File: config.mk
export PLATFORM = sky130hd
export DESIGN_NAME = package_header_parser
export DESIGN_NICKNAME = d
export VERILOG_FILES = /design/src/rtl/package_header_parser.sv
export SDC_FILE = /design/constraint.sdc
export NUM_CORES = 1
export LEC_CHECK = 0
export ABC_AREA = 1
export CELL_PAD_IN_SITES_DETAIL_PLACEMENT = 1
export CELL_PAD_IN_SITES_GLOBAL_PLACEMENT = 2
export CORE_ASPECT_RATIO = 1.1
export CORE_UTILIZATION = 28
export CTS_BUF_LIST = sky130_fd_sc_hd__clkbuf_16
export CTS_CLUSTER_DIAMETER = 120
export DETAILED_ROUTE_END_ITERATION = 6
export PLACE_DENSITY = 0.87
export SLEW_MARGIN = 20
export SYNTH_ARGS = -nofsm -noshare
export SYNTH_HDL_FRONTEND = slang
export SYNTH_SLANG_ARGS = --single-unit
File: constraint.sdc
create_clock -name clk -period 3.25 [get_ports clk]
set_clock_uncertainty 0.1 [all_clocks]
set_input_delay 0.325 -clock clk [delete_from_list [all_inputs] [get_ports clk]]
set_output_delay 0.325 -clock clk [all_outputs]
set_load 0.02 [all_outputs]
File: src/rtl/package_header_parser.sv
// Frame parser for the ADC link word stream: finds H0/H1/payload/trailer frames,
// forwards payload words and reports spill/event numbers of well-formed packages.
module package_header_parser #(
    parameter int          NSAMP   = 64,
    parameter logic [15:0] TRAILER = 16'hEEEE
) (
    input  logic        clk,
    input  logic        rst,
    input  logic        live_rising,
    input  logic [15:0] din,
    input  logic        din_valid,
    output logic [9:0]  pkg_spillno,
    output logic [15:0] pkg_evtno,
    output logic        get_package,
    output logic [15:0] sample_data,
    output logic        sample_valid,
    output logic [7:0]  sample_idx,
    output logic        format_err,
    output logic [15:0] pkg_count
);

    typedef enum logic [1:0] {
        IDLE  = 2'd0,
        EVT   = 2'd1,
        DATA  = 2'd2,
        TRAIL = 2'd3
    } state_t;

    localparam logic [5:0] MARKER   = 6'b110000;
    localparam logic [7:0] LAST_IDX = 8'(NSAMP - 1);

    state_t      state_q;
    logic [9:0]  spill_sh_q;
    logic [15:0] evt_sh_q;
    logic [7:0]  cnt_q;
    logic [9:0]  pkg_spillno_q;
    logic [15:0] pkg_evtno_q;
    logic        get_package_q;
    logic [15:0] sample_data_q;
    logic        sample_valid_q;
    logic [7:0]  sample_idx_q;
    logic        format_err_q;
    logic [15:0] pkg_count_q;
    logic [15:0] pkg_count_d;

    // Natural 16-bit wrap from FFFF back to 0.
    assign pkg_count_d = pkg_count_q + 16'd1;

    always_ff @(posedge clk or posedge rst) begin
        if (rst) begin
            state_q        <= IDLE;
            spill_sh_q     <= '0;
            evt_sh_q       <= '0;
            cnt_q          <= '0;
            pkg_spillno_q  <= '0;
            pkg_evtno_q    <= '0;
            get_package_q  <= 1'b0;
            sample_data_q  <= '0;
            sample_valid_q <= 1'b0;
            sample_idx_q   <= '0;
            format_err_q   <= 1'b0;
            pkg_count_q    <= '0;
        end else begin
            get_package_q  <= 1'b0;
            sample_valid_q <= 1'b0;
            format_err_q   <= 1'b0;

            // Spill start drops any partial frame silently; last good header is kept.
            if (live_rising) begin
                state_q     <= IDLE;
                pkg_count_q <= '0;
            end else if (din_valid) begin
                unique case (state_q)
                    IDLE: begin
                        if (din[15:10] == MARKER) begin
                            spill_sh_q <= din[9:0];
                            state_q    <= EVT;
                        end
                    end
                    EVT: begin
                        evt_sh_q <= din;
                        cnt_q    <= '0;
                        state_q  <= DATA;
                    end
                    DATA: begin
                        sample_valid_q <= 1'b1;
                        sample_data_q  <= din;
                        sample_idx_q   <= cnt_q;
                        cnt_q          <= cnt_q + 8'd1;
                        if (cnt_q == LAST_IDX) begin
                            state_q <= TRAIL;
                        end
                    end
                    TRAIL: begin
                        if (din == TRAILER) begin
                            pkg_spillno_q <= spill_sh_q;
                            pkg_evtno_q   <= evt_sh_q;
                            get_package_q <= 1'b1;
                            pkg_count_q   <= pkg_count_d;
                        end else begin
                            format_err_q  <= 1'b1;
                        end
                        state_q <= IDLE;
                    end
                    default: state_q <= IDLE;
                endcase
            end
        end
    end

    assign pkg_spillno  = pkg_spillno_q;
    assign pkg_evtno    = pkg_evtno_q;
    assign get_package  = get_package_q;
    assign sample_data  = sample_data_q;
    assign sample_valid = sample_valid_q;
    assign sample_idx   = sample_idx_q;
    assign format_err   = format_err_q;
    assign pkg_count    = pkg_count_q;

endmodule

Yosys cells after proc, flatten, opt, wreduce, memory -nomap -nowiden --
Cells that the tools add are included.
Storage, ports and cells: register bits 105, logic and storage cells 56, input port bits 20, output and inout port bits 69
Cells by class: reduce and logical (&&, ||, !) cells 12, equal/unequal tests 8, muxes and demuxes 21, bitwise gates (word level) 1, add/sub/neg operators 2
Operator list (count):
- $mux 16 | 4
- $add 16x1->16 const B | 1
- $eq 16x16->1 const B | 1
- $pmux 8 s2 | 1
- $reduce_and 3->1 | 5
- $mux 1 | 11
- $add 8x1->8 const B | 1
- $eq 8x6->1 const B | 1
- $mux 2 | 4
- $pmux 2 s4 | 1
- $reduce_and 4->1 | 2
- $reduce_bool 2->1 | 4
- $eq 6x6->1 const B | 1
- $ne 3x3->1 const B | 2
- $eq 2x2->1 const B | 2
- $eq 2x1->1 const B | 1
- $logic_not 2->1 | 1
- $not 1->1 | 1

Logic depth before layout (Yosys ltp) --
depth after elaboration 5, mapped depth 9, depth with buffers taken out 9

Worst setup path after synthesis --
No wires, ideal clock.
kind register to register, start point reg pkg_count_q[1], in the netlist pkg_count[1], end point reg pkg_count_q[12], in the netlist pkg_count[12], library setup time 0.117 ns, path buffers 0, arrival time 1.344 ns, stages on the path, launching flop included 9, setup slack 1.689 ns, period minus slack after synthesis 1.561 ns, data required time 3.033 ns, path through dfrtp_1 -> ha_1 -> nand2_1 -> nor2_1 -> nand2_1 -> nor2_2 -> nand3b_1 -> nand3_1 -> nand2_1
Between the ends: word-level cells in the longest chain between the ends 5
Ends and longest elaborated chain:
- from (decl) | RTL line 43 | logic [15:0] pkg_count_q;
- from (signal assigned) | RTL line 99 | pkg_count_q <= pkg_count_d;
- $add 16x1->16 | RTL line 47 | assign pkg_count_d = pkg_count_q + 16'd1;
- $mux 16 | RTL line 95 | if (din == TRAILER) begin
- $mux 16 | RTL line 73 | unique case (state_q)
- $mux 16 | RTL line 72 | end else if (din_valid) begin
- $mux 16 | RTL line 69 | if (live_rising) begin
No other way between the ends. The select of a mux whose other input is x is not followed. A chain may end at the register's enable or synchronous reset.

Worst setup path after layout --
start point in din[13], end point reg pkg_count_q[14], in the netlist pkg_count[14]
Between the ends: word-level cells in the longest chain between the ends 3
Ends and longest elaborated chain:
- from (decl) | RTL line 10 | input logic [15:0] din,
- $eq 16x16->1 | RTL line 95
- $reduce_bool 2->1 (no source line)
- $reduce_and 3->1 (no source line)
No other way between the ends.

==> flow_metrics.py <==
metrics = {
    "yosys": {
        "ys_top_cells_by_area": "dfrtp_1 54%, nand2_1 12%, inv_1 7.8%, o21ai_0 5.6%, nand3_1 3.7%",
        "synth.distinct_cells": 31,
        "ys_warn_count": 0,
        "syn_nets": 606,
        "synth_edf_count": 0,
        "async_reset_ff_share_pct": 100,
        "syn_inst": 580,
        "synth_seq_cells": 105,
        "netlist_area_sq_um": 4890,
        "synth_area_per_cell_sq_um": 8.43,
        "synth_top_area_share_pct": 53.7,
        "yosysTopAreaCell": "dfrtp_1",
        "seq_area_frac_synth_pct": 53.7,
        "synth-main-ff-cell": "dfrtp_1",
    },
    "global_routing": {
        "grt_max_degree": 58,
        "grt_pass1_wl_um": 22400,
        "grtUsageTotal_pct": 16.0,
        "gr-total-overflow": 0,
        "antenna_found_initial": 0,
        "grt_pass1_vias": 4307,
    },
    "route": {
        "drtPass1Iterations": 4,
        "drt.antenna.violating_nets": 0,
        "wl_per_cell_um": 14.8,
        "drt-initial-drc-count": 188,
        "drc": 0,
        "wl_um": 13300,
        "vias_per_cell": 4.44,
        "vias": 4007,
    },
    "critical_path": {
        "path_class": "input port to flop",
        "cp_max_fo": 55,
        "worstReg2RegEnd": "pkg_count[14]$_DFFE_PP0P_",
        "reg2reg_from": "state_q[1]$_DFFE_PP0P_",
        "reg2reg_slack_ps": 1190,
        "cp-start-kind": "input port",
        "r2r_cells": 7,
        "worstPathRequired_ps": 3450,
        "critPathCaptureType": "flop",
        "worst_ep_arrival_time_ps": 2290,
    },
    "die": {
        "die-area_sq_um": 18000,
        "rows": 50,
        "start_util_pct": 28.6,
        "die_height_um": 141,
        "io_pins": 89,
        "core_sq_um": 17100,
        "die_x_um": 128,
    },
    "sta": {
        "period_minus_slack_ps": 2090,
        "finalHoldViolCount": 0,
        "drv_slew": 0,
        "maxSlewHeadroom_pct": 36.5,
        "fin_crit_sh_pct": 64.3,
        "fin_setup_tns_ps": 0,
        "whs_ps": 365,
        "worst_pin_slew_ps": 950,
        "fmax_mhz": 478,
        "rsz0062_at_grt": "no",
        "setup_viol": 0,
    },
    "clock_tree": {
        "cts_tree": "yes",
        "cts.clk_slew.worst_paths_ps": 80,
        "root_buffer": "clkbuf_16",
        "cts_hold_buf": 0,
        "cts_sinks": 105,
        "post_cts_buffers": 0,
        "clkLatencyLatePin_ps": 350,
        "cts_max_level": 3,
        "cts_max_path_buffers": 2,
        "cts_resized": 0,
        "cts_buffers": 9,
    },
    "placed_design": {
        "place_area_sq_um": 5940,
        "hpwl_um": 9570,
        "place_congestion": 0.808,
        "dp_cells": 886,
        "port_buffers": 88,
    },
    "power_and_ir_drop": {
        "power.density_nw_per_um2": 542,
        "ir_drop_mv": 0.232,
        "leakage_nw": 2.94,
    },
    "cells_and_area": {
        "post-route-util_pct": 36.5,
        "areaGrowthSynthToFinish_pct": 27.7,
        "final_common_cell": "nand2_1",
        "final_cell_mix": "154 x nand2_1, 105 x dfrtp_1, 100 x inv_1",
        "multi_input_area_sq_um": 1710,
        "nFillCells": 2020,
        "fin_nets": 689,
        "stdcell_area_sq_um": 6240,
        "drive_gt1_share_pct": 7.19,
        "antenna_cells": 0,
        "ff_latch_area_sq_um": 2630,
        "fin_cells": 902,
    },
    "run_status": {
        "status": "completed",
    },
    "run": {
        "maxCapViolations": 0,
    },
    "worst_hold_path": {
        "hp-class": "input port to async pin",
    },
}
-- cell usage after synthesis, types with 3 or more instances --
cell type / instances
nor2_1: 28
nand2_1: 154
clkbuf_1: 5
inv_2: 3
nand4_1: 7
o21ai_1: 26
buf_6: 7
nor2_2: 8
dfrtp_1: 105
buf_2: 3
ha_1: 6
nand3_1: 36
o21ai_0: 55
a21oi_1: 3
inv_1: 101
nor2_4: 4
nor3_1: 4
nand3_2: 8
-- logic make-up after synthesis --
family | after synthesis | share of synthesized area [%]
AOI/OAI and AO/OA | 87 | 9.06
buffers and inverters | 124 | 11.3
adders and majority gates | 6 | 1.54
and+or+nand+nor | 257 | 24.2
xor gates and xnor gates | 1 | 0.179
DFF | 105 | 53.7
-- layer usage --
layer  part of all wire [%]  GRT usage, %
met1                     45          19.7
met2                     51          28.2
met3                    2.6          3.19
met4                    1.1          4.46
met5                      0             0
-- cell type report --
cell class,instances,area share [%]
repair buffers,90,14.6
well taps,234,4.69
flip-flops and latches,105,42.1
clock buffers,9,3.61
inverters,106,6.50
multi-input cells,351,27.4
clock inverters,7,1.14
-- worst max-delay path by stage --
stage | from | end | slack, ps | cells past startpoint
after floorplan | rst | cnt_q[0]$_DFFE_PP0P_ | 60 | 1
after global placement | din[10] | pkg_count[12]$_DFFE_PP0P_ | 830 | 9
after detailed placement | din[13] | pkg_count[14]$_DFFE_PP0P_ | 790 | 9
after CTS | din[13] | pkg_count[14]$_DFFE_PP0P_ | 1150 | 9
after global routing | state_q[1]$_DFFE_PP0P_ | pkg_count[8]$_DFFE_PP0P_ | 1000 | 7
final | din[13] | pkg_count[14]$_DFFE_PP0P_ | 1160 | 9
-- power breakdown --
group / total [mW] / switching, mW / internal (mW)
combinational: 0.638 / 0.359 / 0.279
sequential: 1.63 / 0.128 / 1.51
clock: 1.11 / 0.511 / 0.597
-- metrics by stage --
step | power [mW] | worst slack (ps)
after global routing | 3.57 | 997
final | 3.38 | 1160
after floorplan | 1.96 | 64.5
after CTS | 3.43 | 1150
after detailed placement | 2.31 | 786
after global placement | 2.28 | 831
-- registers in the layout (all words and copies together) (netlist names) --
| name | cells |
|---|---|
| evt_sh_q | 16 |
| pkg_count | 16 |
| pkg_evtno | 16 |
| sample_data | 16 |
| pkg_spillno | 10 |
| spill_sh_q | 10 |
| cnt_q | 8 |
| sample_idx | 8 |
| state_q | 2 |
| format_err | 1 |
| get_package | 1 |
| sample_valid | 1 |
-- worst max-delay path, stage by stage --
cell,delay [ps]
clkdlybuf4s50_1,520
inv_2,70
nor2_4,120
nand3_2,100
nor2_4,110
nand3_4,490
clkinv_4,350
nand3_1,110
nand2_1,70
Power figures use the tool's default switching activity.
